### src/rtl/aes_out_serializer.sv
// Cipher-block FIFO feeding an MSW-first word serializer with valid/ready output and a sticky overflow flag.
// Optional build macro AES_SER_BSWAP_EN byte-reverses every output word.
module aes_out_serializer #(
  parameter int DATA_W     = 128,
  parameter int WORD_W     = 32,
  parameter int FIFO_DEPTH = 4
) (
  input  logic                          clk,
  input  logic                          reset,
  input  logic                          valid_in,
  input  logic [DATA_W-1:0]             cipher_text,
  input  logic                          ovf_clr,
  output logic                          word_valid,
  input  logic                          word_ready,
  output logic [WORD_W-1:0]             word_data,
  output logic                          word_last,
  output logic [$clog2(FIFO_DEPTH):0]   fifo_level,
  output logic                          overflow
);

  localparam int NW = DATA_W / WORD_W;
  localparam int PW = $clog2(FIFO_DEPTH);
  localparam int IW = (NW > 1) ? $clog2(NW) : 1;

  typedef enum logic {IDLE, SEND} state_t;

  state_t              state, state_nxt;
  logic [PW:0]         wr_ptr, rd_ptr, level;
  logic                full, empty, push, pop, drop, xfer, is_last;
  logic [DATA_W-1:0]   mem [FIFO_DEPTH];
  logic [DATA_W-1:0]   shreg;
  logic [IW-1:0]       idx;
  logic [WORD_W-1:0]   word_raw;

  // The extra pointer bit makes the difference span 0..FIFO_DEPTH, so full and empty never alias.
  assign level   = wr_ptr - rd_ptr;
  assign full    = (level == (PW+1)'(FIFO_DEPTH));
  assign empty   = (level == '0);
  assign is_last = (idx == IW'(NW - 1));
  assign xfer    = word_valid && word_ready;
  assign push    = valid_in && (!full || pop);
  assign drop    = valid_in && full && !pop;

  always_comb begin
    // NOTE: every combinational output gets a default first, so no path through the case can infer a latch.
    state_nxt  = state;
    word_valid = 1'b0;
    pop        = 1'b0;
    case (state)
      IDLE: begin
        if (!empty) begin
          pop       = 1'b1;
          state_nxt = SEND;
        end
      end
      SEND: begin
        word_valid = 1'b1;
        if (word_ready && is_last) begin
          if (!empty) pop       = 1'b1;
          else        state_nxt = IDLE;
        end
      end
      default: state_nxt = IDLE;
    endcase
  end

  // NOTE: state registers use non-blocking assignments so every flop samples pre-edge values.
  always_ff @(posedge clk or negedge reset) begin
    if (!reset) begin
      state    <= IDLE;
      wr_ptr   <= '0;
      rd_ptr   <= '0;
      idx      <= '0;
      overflow <= 1'b0;
    end else begin
      state <= state_nxt;
      if (push) wr_ptr <= wr_ptr + (PW+1)'(1);
      if (pop)  rd_ptr <= rd_ptr + (PW+1)'(1);
      if (pop)                   idx <= '0;
      else if (xfer && !is_last) idx <= idx + IW'(1);
      // A drop in the same cycle as a clear must leave the flag set.
      if (drop)         overflow <= 1'b1;
      else if (ovf_clr) overflow <= 1'b0;
    end
  end

  // NOTE: block storage and the shift register carry no reset; output gating hides their power-up contents.
  always_ff @(posedge clk) begin
    if (push) mem[wr_ptr[PW-1:0]] <= cipher_text;
    if (pop)       shreg <= mem[rd_ptr[PW-1:0]];
    else if (xfer) shreg <= shreg << WORD_W;
  end

  assign word_raw = shreg[DATA_W-1 -: WORD_W];

`ifdef AES_SER_BSWAP_EN
  function automatic logic [WORD_W-1:0] bswap(input logic [WORD_W-1:0] w);
    logic [WORD_W-1:0] r;
    r = '0;
    for (int b = 0; b < WORD_W / 8; b++) r[WORD_W-1-8*b -: 8] = w[8*b +: 8];
    return r;
  endfunction
  assign word_data = (state == SEND) ? bswap(word_raw) : '0;
`else
  assign word_data = (state == SEND) ? word_raw : '0;
`endif

  assign word_last  = (state == SEND) && is_last;
  assign fifo_level = level;

endmodule
### config.mk
export PLATFORM = sky130hd
export DESIGN_NAME = aes_out_serializer
export DESIGN_NICKNAME = d
export VERILOG_FILES = /design/src/rtl/aes_out_serializer.sv
export SDC_FILE = /design/constraint.sdc
export NUM_CORES = 1
export LEC_CHECK = 0
export CORE_MARGIN = 2
export CORE_UTILIZATION = 55
export CTS_CLUSTER_DIAMETER = 150
export DETAILED_ROUTE_END_ITERATION = 12
export PLACE_DENSITY_LB_ADDON = 0.1
export SYNTH_ARGS = -nofsm -noshare
export SYNTH_HDL_FRONTEND = slang
export SYNTH_SLANG_ARGS = --single-unit
export TNS_END_PERCENT = 50
### constraint.sdc
create_clock -name clk -period 15.8 [get_ports clk]
set_clock_uncertainty 0.2 [all_clocks]
set_input_delay 1.58 -clock clk [delete_from_list [all_inputs] [get_ports clk]]
set_output_delay 1.58 -clock clk [all_outputs]
set_load 0.02 [all_outputs]
==> out/metrics.csv <==
metric,value,unit
ys_top_cells_by_area,"edfxtp_1, mux4_2, mux2_1",
yosys_warnings,0,
clkSlewWorstSetupHoldPaths,60,ps
initial_core_util,55.5,%
startpoint_type,flop,
layout.filler_cells,2921,
worstMarginPinSlew,1150,ps
crit_arrival,3510,ps
grt_pass1_wl,67.6,mm
synth_area,24500,um2
seq_power_share,48.2,%
cts_buffer_depth,3,
setup_viol,0,
drt_iter0_markers,797,
io_pins,171,
fmax,189,MHz
hold_viol_final,0,
ctsResizeCount,0,
drive_gt1_share,21.3,%
port_buffers,170,
cts_num_sinks,650,
worst_slack,10510,ps
syn_avg_cell_area,23.7,um2
vias,10583,
switching_share,26.6,%
final_area,29000,um2
fin_hold_ws,325,ps
synth_seq_cells,650,
tritoncts,built,
final_nets,1382,
drt-total-wl,43.9,mm
cts_root_buf,clkbuf_16,
path_max_fanout,49,
die_h,215,um
tns,0,ps
placed_area,26800,um2
grt-ovfl-total,0,
grt_max_degree,70,
syn_nets,1177,
vdd_drop_max,0.158,mV
cts_htree_levels,3,
viasPerCell,5.62,
syn2layout_area_growth,18.2,%
seq_area_frac_synth,79.4,%
p_sw,1.44,mW
dr.pass1.iters,4,
dp_slack,10540,ps
async_flop_share,1.54,%
powerDensity,187,nW/um2
fin_crit,5290,ps
netlist-cell-type-count,35,
hp-class,reg -> reg,
multi_input_area,4780,um2
grtUsageTotal,19.6,%
status,"finished, final reports clean",
core-area,44100,um2
pwr-share-comb,23.8,%
antenna_left,0,
synth_edf_count,640,
post-cts-setup-buffers,0,
rows,77,
holdBufCountCts,0,
clock_latency,570,ps
antenna_found_initial,6,
dpl.hpwl,23.7,mm
place.gp.congestion,0.735,
postLayoutCoreUtil,65.7,%
p_int,3.98,mW
grt_pass1_vias,11303,
required,14020,ps
synth_area_leader_cell,edfxtp_1,
die_w,215,um
ys.flop_type,edfxtp_1,
end_kind,output port,
drc,0,
wl_per_cell,23.3,um
cellLeakagePower,9.48,nW
p_clk_share,28.0,%
rsz0062_at_grt,false,
relSlewSlack,23.1,%
crit_type,reg -> out,
regArea,19500,um2
synth_top_cell_area_share,78.4,%
period_share,33.5,%
synthCells,1036,
max-cap-violations,0,
drv_slew,0,
numCtsBuffers,66,
die_area,46300,um2
[through the flow]
step                std cells  total power [mW]
global placement         1765              3.94
finish                   1883              5.42
floorplan                1036              3.57
detailed placement       1765              3.97
global route             1881              5.68
CTS                      1880              5.50
[cell families after synthesis]
kind of cell / after synthesis / share of synthesized area (%)
AO/OA/AOI/OAI: 13 / 0.439
flip-flops: 650 / 79.4
XOR/XNOR: 5 / 0.235
adder cells (fa/ha/maj): 8 / 0.439
multiplexers: 227 / 16.3
buffers and inverters: 54 / 1.18
AND/OR/NAND/NOR: 79 / 1.96
[flip-flops by register name (all words and copies together), names as in the netlist]
name / count
mem: 512
shreg: 128
rd_ptr: 3
wr_ptr: 3
idx: 2
overflow: 1
state: 1
[per-layer routing]
metal / track usage, % / vias to the layer above / wire [um]
met1: 28.6 / 5569 / 19900
met4: 5.72 / 4 / 754
li1: - / 4719 / -
met2: 30.3 / 227 / 20900
met5: 0 / - / 26
met3: 4.06 / 64 / 2260
[layout make-up]
type | count | share of cell area [%]
Inverter | 8 | 0.104
Timing Repair Buffer | 183 | 6.21
Clock buffer | 83 | 6.43
Multi-Input combinational cell | 332 | 16.5
Antenna cell | 3 | 0.0259
Tap cell | 592 | 2.56
Clock inverter | 32 | 0.937
Sequential cell | 650 | 67.2
[placed cells by master, fill, tap and decap left out, types with 2 or more instances in the layout]
master	instances
inv_1	8
diode_2	3
clkbuf_16	73
buf_4	13
clkdlybuf4s50_1	170
xnor2_1	3
mux4_2	128
a22o_1	2
and3_4	4
and2_1	66
a21oi_4	2
nor3_1	2
mux2_2	32
bufinv_16	5
clkinv_2	13
dfrtp_1	8
edfxtp_1	640
clkbuf_1	10
mux2_1	67
nand2_1	2
dfrtp_4	2
ha_1	7
clkinv_1	13
nand3_1	3
[worst paths after layout]
check	start	end	slack, ps	cells after the start
min reg2reg	shreg[0]	shreg[32]	320	1
max reg2reg	rd_ptr[0]	mem[3][113]	10740	7
min	shreg[0]	shreg[32]	320	1
max	rd_ptr[0]	fifo_level[2]	10510	5
max in group asynchronous	reset	rd_ptr[0]	13890	1
min in group asynchronous	reset	overflow	1130	1
[worst max-delay path, stage by stage (launching register included)]
cell	delay, ps
dfrtp_4	1100
ha_1	310
fa_1	220
xnor3_1	490
inv_1	190
clkdlybuf4s50_1	630
[Yosys cell counts (2+ instances only)]
| cell | instances |
|---|---|
| nor3_1 | 2 |
| clkbuf_1 | 19 |
| buf_4 | 2 |
| mux2_2 | 32 |
| and2_1 | 66 |
| dfrtp_1 | 10 |
| a21oi_1 | 2 |
| and3_1 | 4 |
| buf_2 | 13 |
| a22o_1 | 2 |
| nand2_1 | 2 |
| edfxtp_1 | 640 |
| mux2_1 | 67 |
| ha_1 | 7 |
| buf_6 | 8 |
| inv_1 | 8 |
| nand3_1 | 3 |
| clkbuf_2 | 3 |
| xnor2_1 | 3 |
| mux4_2 | 128 |
[power groups by stage]
stage / Clock, mW / Sequential, mW / Combinational (mW)
floorplan: 0 / 2.57 / 0.999
global placement: 0 / 2.63 / 1.31
detailed placement: 0 / 2.65 / 1.32
CTS: 1.56 / 2.62 / 1.32
global route: 1.62 / 2.66 / 1.40
finish: 1.52 / 2.61 / 1.29
Note: power is estimated with default switching activity, not from simulation.
